[config.mk]
export PLATFORM = sky130hd
export DESIGN_NAME = boton_pulso
export DESIGN_NICKNAME = d
export VERILOG_FILES = /design/src/rtl/boton_pulso.sv
export SDC_FILE = /design/constraint.sdc
export NUM_CORES = 1
export LEC_CHECK = 0
export ABC_CLOCK_PERIOD_IN_PS = 2700
export BUFFER_PORTS_ARGS = -buffer_cell sky130_fd_sc_hd__buf_2
export CORE_ASPECT_RATIO = 0.9
export CORE_MARGIN = 3
export CORE_UTILIZATION = 62
export DETAILED_ROUTE_END_ITERATION = 10
export GPL_TIMING_DRIVEN = 0
export MAX_ROUTING_LAYER = met4
export PLACE_DENSITY = 0.79
export SYNTH_ARGS = -nofsm -noshare
export SYNTH_HDL_FRONTEND = slang
export SYNTH_SLANG_ARGS = --single-unit
[constraint.sdc]
create_clock -name clk -period 2.7 [get_ports clk]
set_input_delay 0.27 -clock clk [delete_from_list [all_inputs] [get_ports clk]]
set_output_delay 0.27 -clock clk [all_outputs]
set_load 0.02 [all_outputs]
[src/rtl/boton_pulso.sv]
// Push-button conditioner: 2-flop synchroniser, debounce, and a single-cycle
// count-enable pulse per press with optional auto-repeat while held.
module boton_pulso #(
    parameter int unsigned DEBOUNCE_CYCLES = 500000,
    parameter int unsigned REPEAT_DELAY    = 25000000,
    parameter int unsigned REPEAT_PERIOD   = 12500000
) (
    input  logic clk,
    input  logic clr,
    input  logic btn_in,
    input  logic repeat_en,
    output logic pressed,
    output logic cnt_pulse
);

    localparam int unsigned DW   = $clog2(DEBOUNCE_CYCLES + 1);
    localparam int unsigned RMAX = (REPEAT_DELAY > REPEAT_PERIOD) ? REPEAT_DELAY : REPEAT_PERIOD;
    localparam int unsigned TW   = $clog2(RMAX + 1);

    localparam logic [DW-1:0] DB_LAST  = DW'(DEBOUNCE_CYCLES - 1);
    localparam logic [TW-1:0] T_DELAY  = TW'(REPEAT_DELAY - 1);
    localparam logic [TW-1:0] T_PERIOD = TW'(REPEAT_PERIOD - 1);

    typedef enum logic [1:0] {
        IDLE,
        HOLD,
        REPEAT
    } state_t;

    logic          sync1;
    logic          btn_s;
    logic [DW-1:0] db_cnt;
    logic          db_done;
    logic          rise;
    logic          fall;

    state_t        state;
    state_t        state_nxt;
    logic [TW-1:0] timer;
    logic [TW-1:0] timer_nxt;
    logic          pulse_nxt;

    always_ff @(posedge clk or posedge clr) begin
        if (clr) begin
            sync1 <= 1'b0;
            btn_s <= 1'b0;
        end else begin
            sync1 <= btn_in;
            btn_s <= sync1;
        end
    end

    // rise/fall are the edges on which pressed is about to toggle, so the FSM
    // reacts on the same edge and cnt_pulse lines up with pressed.
    assign db_done = (btn_s != pressed) && (db_cnt == DB_LAST);
    assign rise    = db_done & btn_s;
    assign fall    = db_done & ~btn_s;

    always_ff @(posedge clk or posedge clr) begin
        if (clr) begin
            db_cnt  <= '0;
            pressed <= 1'b0;
        end else if (btn_s == pressed) begin
            db_cnt  <= '0;
        end else if (db_done) begin
            db_cnt  <= '0;
            pressed <= ~pressed;
        end else begin
            db_cnt  <= db_cnt + DW'(1);
        end
    end

    always_ff @(posedge clk or posedge clr) begin
        if (clr) begin
            state     <= IDLE;
            timer     <= '0;
            cnt_pulse <= 1'b0;
        end else begin
            state     <= state_nxt;
            timer     <= timer_nxt;
            cnt_pulse <= pulse_nxt;
        end
    end

    always_comb begin
        state_nxt = state;
        case (state)
            IDLE:    if (rise) state_nxt = HOLD;
            HOLD: begin
                if (fall)
                    state_nxt = IDLE;
                else if (timer == '0 && repeat_en)
                    state_nxt = REPEAT;
            end
            REPEAT: begin
                if (fall)
                    state_nxt = IDLE;
                else if (!repeat_en)
                    state_nxt = HOLD;
            end
            default: state_nxt = IDLE;
        endcase
    end

    // Release wins over a repeat that falls due on the same edge.
    always_comb begin
        timer_nxt = '0;
        pulse_nxt = 1'b0;
        case (state)
            IDLE: begin
                if (rise) begin
                    timer_nxt = T_DELAY;
                    pulse_nxt = 1'b1;
                end
            end
            HOLD: begin
                if (fall) begin
                    timer_nxt = '0;
                end else if (timer == '0) begin
                    if (repeat_en) begin
                        timer_nxt = T_PERIOD;
                        pulse_nxt = 1'b1;
                    end
                end else begin
                    timer_nxt = timer - TW'(1);
                end
            end
            REPEAT: begin
                if (fall || !repeat_en) begin
                    timer_nxt = '0;
                end else if (timer == '0) begin
                    timer_nxt = T_PERIOD;
                    pulse_nxt = 1'b1;
                end else begin
                    timer_nxt = timer - TW'(1);
                end
            end
            default: begin
                timer_nxt = '0;
                pulse_nxt = 1'b0;
            end
        endcase
    end

endmodule

# After elaboration in Yosys (flattened, before gate mapping)
# Index checks and enable logic that the tools add are counted.
# totals
reg_bits,50
latch_bits,0
ram_bits,0
romBits,0
inputBits,4
output_inout_bits,2
elab_cells,52
memories,0
# op_classes
addsub,2
n_mul,0
div,0
n_lt_le_gt_ge,0
eq_ne,8
n_shift,0
mux,22
bitwise,5
n_reduce_logical,8
# ops
op,count
two-way mux 25 bit,5
case mux 25 bit (3 select lines),1
two-way mux 19 bit,2
zero test 25 bit,1
"subtractor 25 x 1 -> 25 bit, second input constant",1
two-way mux 24 bit,1
"adder 19 x 1 -> 19 bit, second input constant",1
"equality test 19 bit, second input constant",1
two-way mux 2 bit,5
two-way mux 1 bit,6
"inequality test 3 bit, second input constant",2
case mux 2 bit (3 select lines),1
NOT 1 bit,3
case mux 1 bit (3 select lines),1
AND reduction 3 bit,1
bitwise AND 1 bit,2
"equality test 2 x 1 -> 1 bit, second input constant",1
"equality test 2 bit, second input constant",1
logical AND 1 bit,2
zero test 2 bit,1
"inequality test 2 bit, second input constant",1
AND reduction 2 bit,1
equality test 1 bit,1
zero test 1 bit,1
2 further kinds,2

# Logic depth before layout (Yosys ltp)
# Gate-level depths: netlist of run 1.
# logic_depth
ltp_word,6
mapped_depth,9
ltp_nobuf,7

# Worst setup path after synthesis of run 1
# No wires, ideal clock.
# synth_timing
kind,reg-to-reg
from,register timer[0]
to,register timer[14]
setup_time_ns,0.134
arrival_ns,1.870
required_ns,2.566
path_slack_ns,0.696
stages_incl_launch_ff,9
path_buffers,1
period_less_slack_ns,2.004
cell_sequence,dfrtp_1 inv_1 ha_1 nor4b_1 nand4_2 nor3_4 or3_1 buf_4 o21ai_0
# synth_via
elab_chain_len,4
elab_cells_between_ends,7
cone_classes,add/sub: 1; mux: 5; reduce/logical: 1
# synth_lines
element,line_no,rtl
from (decl),39,logic [TW-1:0] timer;
from (signal assigned),80,timer <= timer_nxt;
subtractor 25 x 1 -> 25 bit / zero test 25 bit (equally long branches),--,
two-way mux 25 bit (on tied branches),"131, 119",
two-way mux 25 bit (on tied branches),"129, 117",
case mux 25 bit (3 select lines) *,109,case (state)
net timer_nxt[14],40,logic [TW-1:0] timer_nxt;
# Mark *: on every way through the listed nets, which the timed path passes. The rest lies on a longest branch.
# A chain may end at the register's enable or synchronous reset.

# Final worst setup path of run 1
# Same ends and word-level chain as after synthesis.

==> results of run 1 <==
-- stage by stage --
stage | utilization, % | power [mW] | worst slack [ns] | hold WS [ns] | instances
after floorplan | - | 3.03 | 0.696 | 0.301 | 263
after global placement | 67.2 | 3.35 | 0.283 | 0.336 | 316
after detailed placement | 67.7 | 3.39 | 0.329 | 0.249 | 317
after CTS | 70.5 | 3.92 | 0.293 | 0.0576 | 326
after global routing | 70.5 | 4.26 | 0.0872 | 0.0529 | 326
final | 70.5 | 3.91 | 0.276 | 0.0653 | 326
-- registers in the layout (all words and copies together), names as in the netlist --
name / flops
btn_s: 1
pressed: 1
timer: 25
state: 2
db_cnt: 19
cnt_pulse: 1
sync1: 1
-- layer usage --
metal	wire [um]	GRT usage, %
met3	188	4.35
met4	42	7.21
met5	0	-
met2	1940	28.8
met1	2500	32.1
-- final timing paths --
check,start,end,cells after the start
max in group asynchronous,clr,db_cnt[0]$_DFF_PP0_,4
worst min register to register,sync1$_DFF_PP0_,btn_s$_DFF_PP0_,0
min in group asynchronous,clr,timer[10]$_DFF_PP0_,3
worst min-delay path,btn_in,sync1$_DFF_PP0_,1
worst max-delay path,timer[0]$_DFF_PP0_,timer[14]$_DFF_PP0_,8
worst max register to register,timer[0]$_DFF_PP0_,timer[14]$_DFF_PP0_,8
-- cells in the mapped netlist, drive strengths merged, types with 4 or more instances --
cell,instances
o21ai,17
nor4,7
nor2b,4
nand3,10
nand4,9
nor2,41
nor4b,5
a21oi,5
xor2,16
nor3,18
inv,6
dfrtp,50
buf,7
nand2,14
xnor2,20
or3,5
-- report_power, final --
part / leakage [nW] / internal, mW / switching (mW)
Sequential: 0.684 / 0.910 / 0.185
Clock: 0.0524 / 0.277 / 0.233
Combinational: 0.562 / 1.02 / 1.29
Total: 1.30 / 2.21 / 1.70
-- critical path, delay by kind of cell, from the launching register on --
kind / cells / cell delay [ns]
DFF: 1 / 0.42
adders and majority gates: 1 / 0.23
AOI/OAI and AO/OA: 1 / 0.09
and+or+nand+nor: 4 / 1.30
buffers and inverters: 2 / 0.24
-- layout make-up --
| type | count | area share [%] |
|---|---|---|
| clock buffer | 7 | 2.62 |
| sequential | 50 | 43.0 |
| multi-input combinational | 200 | 46.6 |
| tap | 48 | 2.06 |
| buffer | 7 | 2.02 |
| inverter | 6 | 0.773 |
| timing repair buffer | 7 | 1.89 |
| clock inverter | 1 | 1.03 |
-- kinds of logic (layout without fill, tap and decap cells) --
kind of cell,Yosys count,in the layout
adder cells (fa/ha/maj),2,2
AO/OA/AOI/OAI,34,34
buffers and inverters,13,28
multiplexers,1,1
AND/OR/NAND/NOR,127,127
XOR/XNOR,36,36
flip-flops,50,50
==> out/qor.yml, run 1 <==
routing:
  drc_errors: 0
  drt_iter0_drc: 151
  viasPerCell: 5.84
  drtAntennaViolNets: 0
  post_drt_wl_per_cell_um: 14.3
  dr_total_vias: 1904
  first_pass_iters: 4
  routed_wirelength_um: 4660
critical_path:
  arrival_ns: 2.60
  endpoint_kind: "flop"
  reg2reg_slack_ns: 0.28
  cp_max_fo: 10
  critPathSlowestCell: "nor3_4"
  crit_path_cell_trace: "inv_1, ha_1, nor4b_1, nand4_2, nor3_4, or3_1, buf_4, o21ai_0"
  worst_setup_path_start_kind: "flop"
  crit_required_ns: 2.87
  max_stage_delay_ns: 0.49
  crit_type: "flop to flop"
layout:
  mostFrequentLayoutCells: "dfrtp_1 (50), nor2_1 (41), xnor2_1 (20)"
  area_growth_pct: 8.23
  layout_commonest_cell: "dfrtp_1"
  fin_area_um2: 2910
  multiInputGateArea_um2: 1360
  register_area_um2: 1250
  num_antenna_cells: 0
  drive_gt1_share_pct: 16.2
  fill_cells: 315
  finish.net_count: 283
logic_synthesis:
  synth_top_family_by_area: "simple AND/OR/NAND/NOR gates"
  synth-edff-count: 0
  synth_area_leaders: "dfrtp_1 (46%), xnor2_1 (6.5%), nor2_1 (5.7%)"
  synth_ff_type: "dfrtp_1"
  post-synth-top-area-fraction_pct: 46.5
  yosysWarnings: 0
  synth_area_per_cell_um2: 10.2
  yosys.area.top_type: "dfrtp_1"
  synth_adder_area_share_pct: 0.930
  ys_ff_latch: 50
  synth_compound_area_share_pct: 8.88
  yosys.area_share.simple_pct: 28.5
  synth_mux_area_share_pct: 0.418
  syn_nets: 269
  synth_cell_types: 50
  syn_inst: 263
  yosys.area_share.xor_xnor_pct: 11.7
  synth.cell_area_um2: 2690
  synthArstFlopShare_pct: 100
  yosysSeqAreaShare_pct: 46.5
global_routing:
  grt_overflow: 0
  grt_pass1_vias: 1677
  track_usage_pct: 21.4
  grt_max_degree: 38
  antenna_found_initial: 0
  grt_pass1_wl_um: 7990
timing:
  period_share_pct: 89.8
  maxSlewViolCount: 0
  clock.fmax_mhz: 412
  tightest_slew_ns: 0.622
  finalHoldViolCount: 0
  rsz0062_at_grt: "false"
  fin_skew_ns: 0.00298
  max_slew_margin_pct: 58.2
  period_needed_ns: 2.42
  finalSetupViolCount: 0
  finalSetupTns_ns: 0
placement:
  io_buffers: 5
  place.gp.congestion: 0.801
  dpl_cell_area_um2: 2800
  hpwl_um: 3350
die:
  core_um2: 4130
  die_h_um: 68.5
  initial_core_util_pct: 65.2
  num_rows: 22
  die_area_um2: 5170
  io_pins: 6
  die_w_um: 75.5
cts:
  cts_tree: "yes"
  ctsHoldBuffers: 1
  h-tree-depth: 2
  cts_made_buffers: 5
  clk_latency_ns: 0.30
  root_buffer: "clkbuf_8"
  post-cts-setup-buffers: 0
  clk_path_buf_depth: 2
  cts_resized: 0
  clk_pin_slew_ns: 0.08
  cts_num_sinks: 50
power:
  leakage_nw: 1.30
  ir_drop_uv: 1110
  p_per_area_nw_per_um2: 1340
status:
  outcome: "complete, no violations"
hold_path:
  hold_class: "input pin to flop"
flow_run:
  maxCapViolCount: 0
Note: power is estimated with default switching activity, not from simulation.
==> inputs of run 2 (changes only) <==
==> config.mk (replaced) <==
export PLATFORM = sky130hd
export DESIGN_NAME = boton_pulso
export DESIGN_NICKNAME = d
export VERILOG_FILES = /design/src/rtl/boton_pulso.sv
export SDC_FILE = /design/constraint.sdc
export NUM_CORES = 1
export LEC_CHECK = 0
export ABC_CLOCK_PERIOD_IN_PS = 2500
export BUFFER_PORTS_ARGS = -buffer_cell sky130_fd_sc_hd__buf_2
export CORE_ASPECT_RATIO = 0.9
export CORE_MARGIN = 3
export CORE_UTILIZATION = 50
export DETAILED_ROUTE_END_ITERATION = 10
export GPL_TIMING_DRIVEN = 0
export MAX_ROUTING_LAYER = met4
export PLACE_DENSITY = 0.66
export SYNTH_ARGS = -nofsm -noshare
export SYNTH_HDL_FRONTEND = slang
export SYNTH_SLANG_ARGS = --single-unit
==> constraint.sdc (replaced) <==
create_clock -name clk -period 2.5 [get_ports clk]
set_input_delay 0.25 -clock clk [delete_from_list [all_inputs] [get_ports clk]]
set_output_delay 0.25 -clock clk [all_outputs]
set_load 0.02 [all_outputs]
==> run 2 against run 1 <==
Net effect:
- critical path type unchanged
- highest routed layer unchanged
- wire length rose by 7.6%
- clock skew is 0.0047 ns higher
- final cell count rose by 6.1%
- combinational power up 16%
- global-route usage fell by 3.1 points
- worst hold slack lost 0.018 ns
- sequential share of layout area fell by 0.51 points
- cell area is 1.2% higher
- fmax grew 6.6%
- clock-buffer cell count unchanged
- largest cell class unchanged
- flip-flop and latch count stayed put
- critical path depth unchanged
==> out/qor.yml, run 2 (same netlist as run 1, synthesis figures left out) <==
layout:
  layout_commonest_cell: "dfrtp_1"
  area_growth_pct: 9.53
  fill_cells: 428
  regMostFlops: "timer"
  finish.net_count: 286
  finalCoreUtilization_pct: 58.8
  num_antenna_cells: 0
  mostFrequentLayoutCells: "dfrtp_1 (50), nor2_1 (41), xnor2_1 (20)"
  largest_reg_flops: 25
  fin_cells: 346
  top_regs: "timer (25), db_cnt (19), state (2)"
  drive_gt1_share_pct: 17.8
die:
  die_area_um2: 6300
  core_um2: 5010
  io_pins: 6
  num_rows: 24
  die_h_um: 75.6
  die_w_um: 83.3
  initial_core_util_pct: 53.7
critical_path:
  worst_setup_path_start_kind: "flop"
  r2r_cells: 8
  crit_required_ns: 2.71
  reg2reg_slack_ns: 0.23
  arrival_ns: 2.48
  r2r_end: "timer[23]$_DFF_PP0_"
  crit_type: "flop to flop"
  endpoint_kind: "flop"
  cp_max_fo: 7
  r2r-start: "timer[0]$_DFF_PP0_"
timing:
  period_needed_ns: 2.27
  max_slew_margin_pct: 58.6
  finalHoldViolCount: 0
  fin_skew_ns: 0.00765
  rsz0062_at_grt: "false"
  finalSetupViolCount: 0
  finalSetupTns_ns: 0
  clock.fmax_mhz: 440
  tightest_slew_ns: 0.616
  period_share_pct: 91.0
  maxSlewViolCount: 0
cts:
  clk_path_buf_depth: 2
  cts_made_buffers: 5
  clk_pin_slew_ns: 0.09
  h-tree-depth: 2
  cts_tree: "yes"
  root_buffer: "clkbuf_8"
  cts_num_sinks: 50
  clk_latency_ns: 0.30
global_routing:
  antenna_found_initial: 0
  grt_pass1_vias: 1751
  grt_max_degree: 38
  grt_pass1_wl_um: 8630
  track_usage_pct: 18.3
  grt_overflow: 0
placement:
  hpwl_um: 3570
  place.gp.congestion: 0.788
  dpl.cell_count: 334
  io_buffers: 5
hold_path:
  hold_class: "input pin to flop"
  hold-path-cell-count: 1
  hold_end: "sync1$_DFF_PP0_"
  min_from: "btn_in"
routing:
  post_drt_wl_per_cell_um: 14.5
  first_pass_iters: 4
  drc_errors: 0
  dr_total_vias: 1899
  viasPerCell: 5.49
  drt_iter0_drc: 101
  drtAntennaViolNets: 0
  routed_wirelength_um: 5020
status:
  outcome: "complete, no violations"
power:
  leakage_nw: 1.31
  p_per_area_nw_per_um2: 1470
  ir_drop_uv: 935
flow_run:
  maxCapViolCount: 0
## run 2: how the worst max path moves through the flow
stage | start | endpoint | slack [ns] | cells past startpoint
2_1_floorplan | timer[0]$_DFF_PP0_ | timer[14]$_DFF_PP0_ | 0.50 | 8
3_5_place_dp | timer[0]$_DFF_PP0_ | timer[14]$_DFF_PP0_ | 0.04 | 8
4_1_cts | timer[0]$_DFF_PP0_ | timer[14]$_DFF_PP0_ | 0.005 | 8
6_report | timer[0]$_DFF_PP0_ | timer[23]$_DFF_PP0_ | 0.23 | 8
3_3_place_gp | timer[0]$_DFF_PP0_ | timer[5]$_DFF_PP0_ | 0.04 | 8
5_1_grt | timer[0]$_DFF_PP0_ | timer[23]$_DFF_PP0_ | 0.07 | 8
## run 2: where the power goes
| part | leakage, nW | switching, mW | total, mW | internal (mW) |
|---|---|---|---|---|
| Sequential | 0.684 | 0.203 | 1.19 | 0.982 |
| Clock | 0.0482 | 0.258 | 0.482 | 0.224 |
| Combinational | 0.581 | 1.46 | 2.68 | 1.22 |
## run 2: metrics by stage
step	setup WS, ns	hold WS [ns]	area (um2)	power, mW
global placement	0.0435	0.334	2800	3.65
detailed placement	0.0404	0.235	2820	3.72
CTS	0.00490	0.0400	2920	4.23
finish	0.226	0.0470	2950	4.34
floorplan	0.496	0.281	2690	3.27
global route	0.0682	0.0432	2950	4.71
## run 2: cell type report
cell class / count / area (um2) / area share (%)
repair buffers: 10 / 77.6 / 2.63
multi-input cells: 200 / 1370 / 46.3
well taps: 65 / 81.3 / 2.76
clock buffers: 7 / 86.3 / 2.93
inverters: 6 / 22.5 / 0.764
clock inverters: 1 / 5.00 / 0.170
flip-flops and latches: 50 / 1250 / 42.4
plain buffers: 7 / 58.8 / 1.99
## run 2: layer usage
layer  GRT usage, %  vias to the layer above  wire length [um]
li1               -                      955                 -
met1           25.9                      913              2660
met2           25.9                       25              2100
met3           3.57                        6               180
met4           7.62                        0                80
met5              -                        -                 0
## run 2: worst max-delay path, cell delays in order, from the launching register on
cell	delay (ns)
dfrtp_1	0.43
inv_1	0.09
ha_1	0.24
nor4b_2	0.28
nand4_2	0.28
nor3_4	0.37
buf_4	0.21
a211oi_1	0.05
a311oi_1	0.24
## run 2: repair_timing
action / 4_1_cts / 5_1_grt
endpoints found under the setup margin: 0 / 24
setup buffers: 0 / 3
hold buffers: 1 / 0
endpoints found under the hold margin: 13 / 0
resized for setup: 0 / 1
==> inputs of run 3 (changes only) <==
--- a/config.mk
+++ b/config.mk
@@ -14,6 +14,7 @@
 export GPL_TIMING_DRIVEN = 0
 export MAX_ROUTING_LAYER = met4
 export PLACE_DENSITY = 0.66
+export RECOVER_POWER = 100
 export SYNTH_ARGS = -nofsm -noshare
 export SYNTH_HDL_FRONTEND = slang
 export SYNTH_SLANG_ARGS = --single-unit
==> run 3 against run 2 <==
Net effect:
- non-clock buffer count unchanged
- highest routed layer unchanged
- largest power group unchanged
- total power is 0.63% lower
- clock skew is 0.00092 ns higher
- global-route usage unchanged
- critical path type unchanged
- clock-buffer cell count unchanged
- first-iteration DRC count down 8.9%
==> out/qor.yml, run 3 (same netlist as run 1, synthesis figures left out) <==
timing:
  rsz0062_at_grt: "false"
  period_share_pct: 91.8
  period_needed_ns: 2.30
  max_slew_margin_pct: 40.4
  whs_ns: 0.0472
  fin_skew_ns: 0.00857
  finalSetupViolCount: 0
  finalSetupTns_ns: 0
  finalHoldViolCount: 0
  maxSlewViolCount: 0
  clock.fmax_mhz: 436
  tightest_slew_ns: 0.895
routing:
  drtAntennaViolNets: 0
  first_pass_iters: 4
  routed_wirelength_um: 5010
  drc_errors: 0
  viasPerCell: 5.51
  post_drt_wl_per_cell_um: 14.5
  drt_iter0_drc: 92
  dr_total_vias: 1907
critical_path:
  max_stage_delay_ns: 0.46
  endpoint_kind: "flop"
  critPathSlowestCell: "nor4b_4"
  worst_setup_path_start_kind: "flop"
  crit_type: "flop to flop"
  crit_path_cell_trace: "ha_1, and4_1, nand4_4, nor4b_4, or3_1, buf_6, buf_12, o21ai_0"
  cp_max_fo: 10
  arrival_ns: 2.46
  crit_required_ns: 2.67
  crit_family: "simple AND/OR/NAND/NOR gates"
  path_buf_inv: 2
die:
  core_um2: 5010
  die_area_um2: 6300
  die_h_um: 75.6
  die_w_um: 83.3
  initial_core_util_pct: 53.7
  io_pins: 6
  num_rows: 24
power:
  p_per_area_nw_per_um2: 1480
  ir_drop_uv: 935
  finalPower_mw: 4.32
  leakage_nw: 1.30
layout:
  finish.net_count: 286
  drive_gt1_share_pct: 15.7
  fin_area_um2: 2920
  area_growth_pct: 8.51
  top_regs: "timer (25), db_cnt (19), state (2)"
  largest_reg_flops: 25
  mostFrequentLayoutCells: "dfrtp_1 (50), nor2_1 (41), xnor2_1 (20)"
  num_antenna_cells: 0
  regMostFlops: "timer"
  layout_commonest_cell: "dfrtp_1"
cts:
  cts_made_buffers: 5
  clk_path_buf_depth: 2
  cts_tree: "yes"
  h-tree-depth: 2
  clk_latency_ns: 0.30
  root_buffer: "clkbuf_8"
  clk_pin_slew_ns: 0.09
  cts_num_sinks: 50
placement:
  hpwl_um: 3570
  place.gp.congestion: 0.788
  dpl_cell_area_um2: 2820
  io_buffers: 5
global_routing:
  grt_pass1_vias: 1751
  grt_overflow: 0
  grt_max_degree: 38
  antenna_found_initial: 0
  grt_pass1_wl_um: 8630
  track_usage_pct: 18.3
hold_path:
  hold_class: "input pin to flop"
flow_run:
  maxCapViolCount: 0
status:
  outcome: "complete, no violations"
-- run 3: changes by cell type in the layout (fill, tap and decap cells not counted), moves of 2 or more --
cell | previous run | this run
o21ai_0 | 9 | 11
clkbuf_1 | 1 | 3
clkbuf_2 | 0 | 3
o21ai_2 | 7 | 5
buf_2 | 9 | 5
-- run 3: path summary, 6_finish.rpt --
kind / slack [ns] / endpoint / from / cells after the start
min reg2reg: 0.36 / btn_s$_DFF_PP0_ / sync1$_DFF_PP0_ / 0
max reg2reg: 0.20 / timer[20]$_DFF_PP0_ / db_cnt[0]$_DFF_PP0_ / 8
max in group asynchronous: 0.70 / db_cnt[7]$_DFF_PP0_ / clr / 4
min in group asynchronous: 0.53 / timer[8]$_DFF_PP0_ / clr / 3
min: 0.05 / sync1$_DFF_PP0_ / btn_in / 1
max: 0.20 / timer[20]$_DFF_PP0_ / db_cnt[0]$_DFF_PP0_ / 8
-- run 3: per-stage QoR --
step                utilization (%)  instances  setup slack (ns)
floorplan                         -        263             0.496
global placement               55.8        333            0.0435
CTS                            58.2        343           0.00490
detailed placement             56.2        334            0.0404
finish                         58.2        346             0.205
global route                   58.2        346            0.0460
-- run 3: cell type report --
| class | instances | area (um2) |
|---|---|---|
| well taps | 65 | 81.3 |
| flip-flops and latches | 50 | 1250 |
| repair buffers | 10 | 60.1 |
| clock inverters | 1 | 5.00 |
| multi-input cells | 200 | 1360 |
| fillers | 433 | 2090 |
| plain buffers | 7 | 58.8 |
| clock buffers | 7 | 86.3 |
| inverters | 6 | 22.5 |
-- run 3: where the power goes --
part	switching, mW	internal [mW]
Sequential	0.203	0.982
Clock	0.259	0.224
Combinational	1.44	1.21
Total	1.90	2.41
-- run 3: metal layers --
metal	vias up	global-route usage, %	routed length [um]
met5	-	-	0
met4	0	7.62	80
li1	957	-	-
met2	27	25.9	2110
met3	6	3.57	175
met1	917	25.9	2650
-- run 3: worst reg2reg max path, stage by stage, from the launching register on --
cell and delay [ns]:
dfrtp_1 0.39, ha_1 0.21, and4_1 0.36, nand4_4 0.17, nor4b_4 0.46, or3_1 0.19, buf_6 0.14, buf_12 0.14
o21ai_0 0.09
-- run 3: timing repair --
action,CTS,global route
setup endpoints to repair,0,24
resized for setup,0,1
hold endpoints to repair,13,0
hold buffers,1,0
setup buffers,0,3
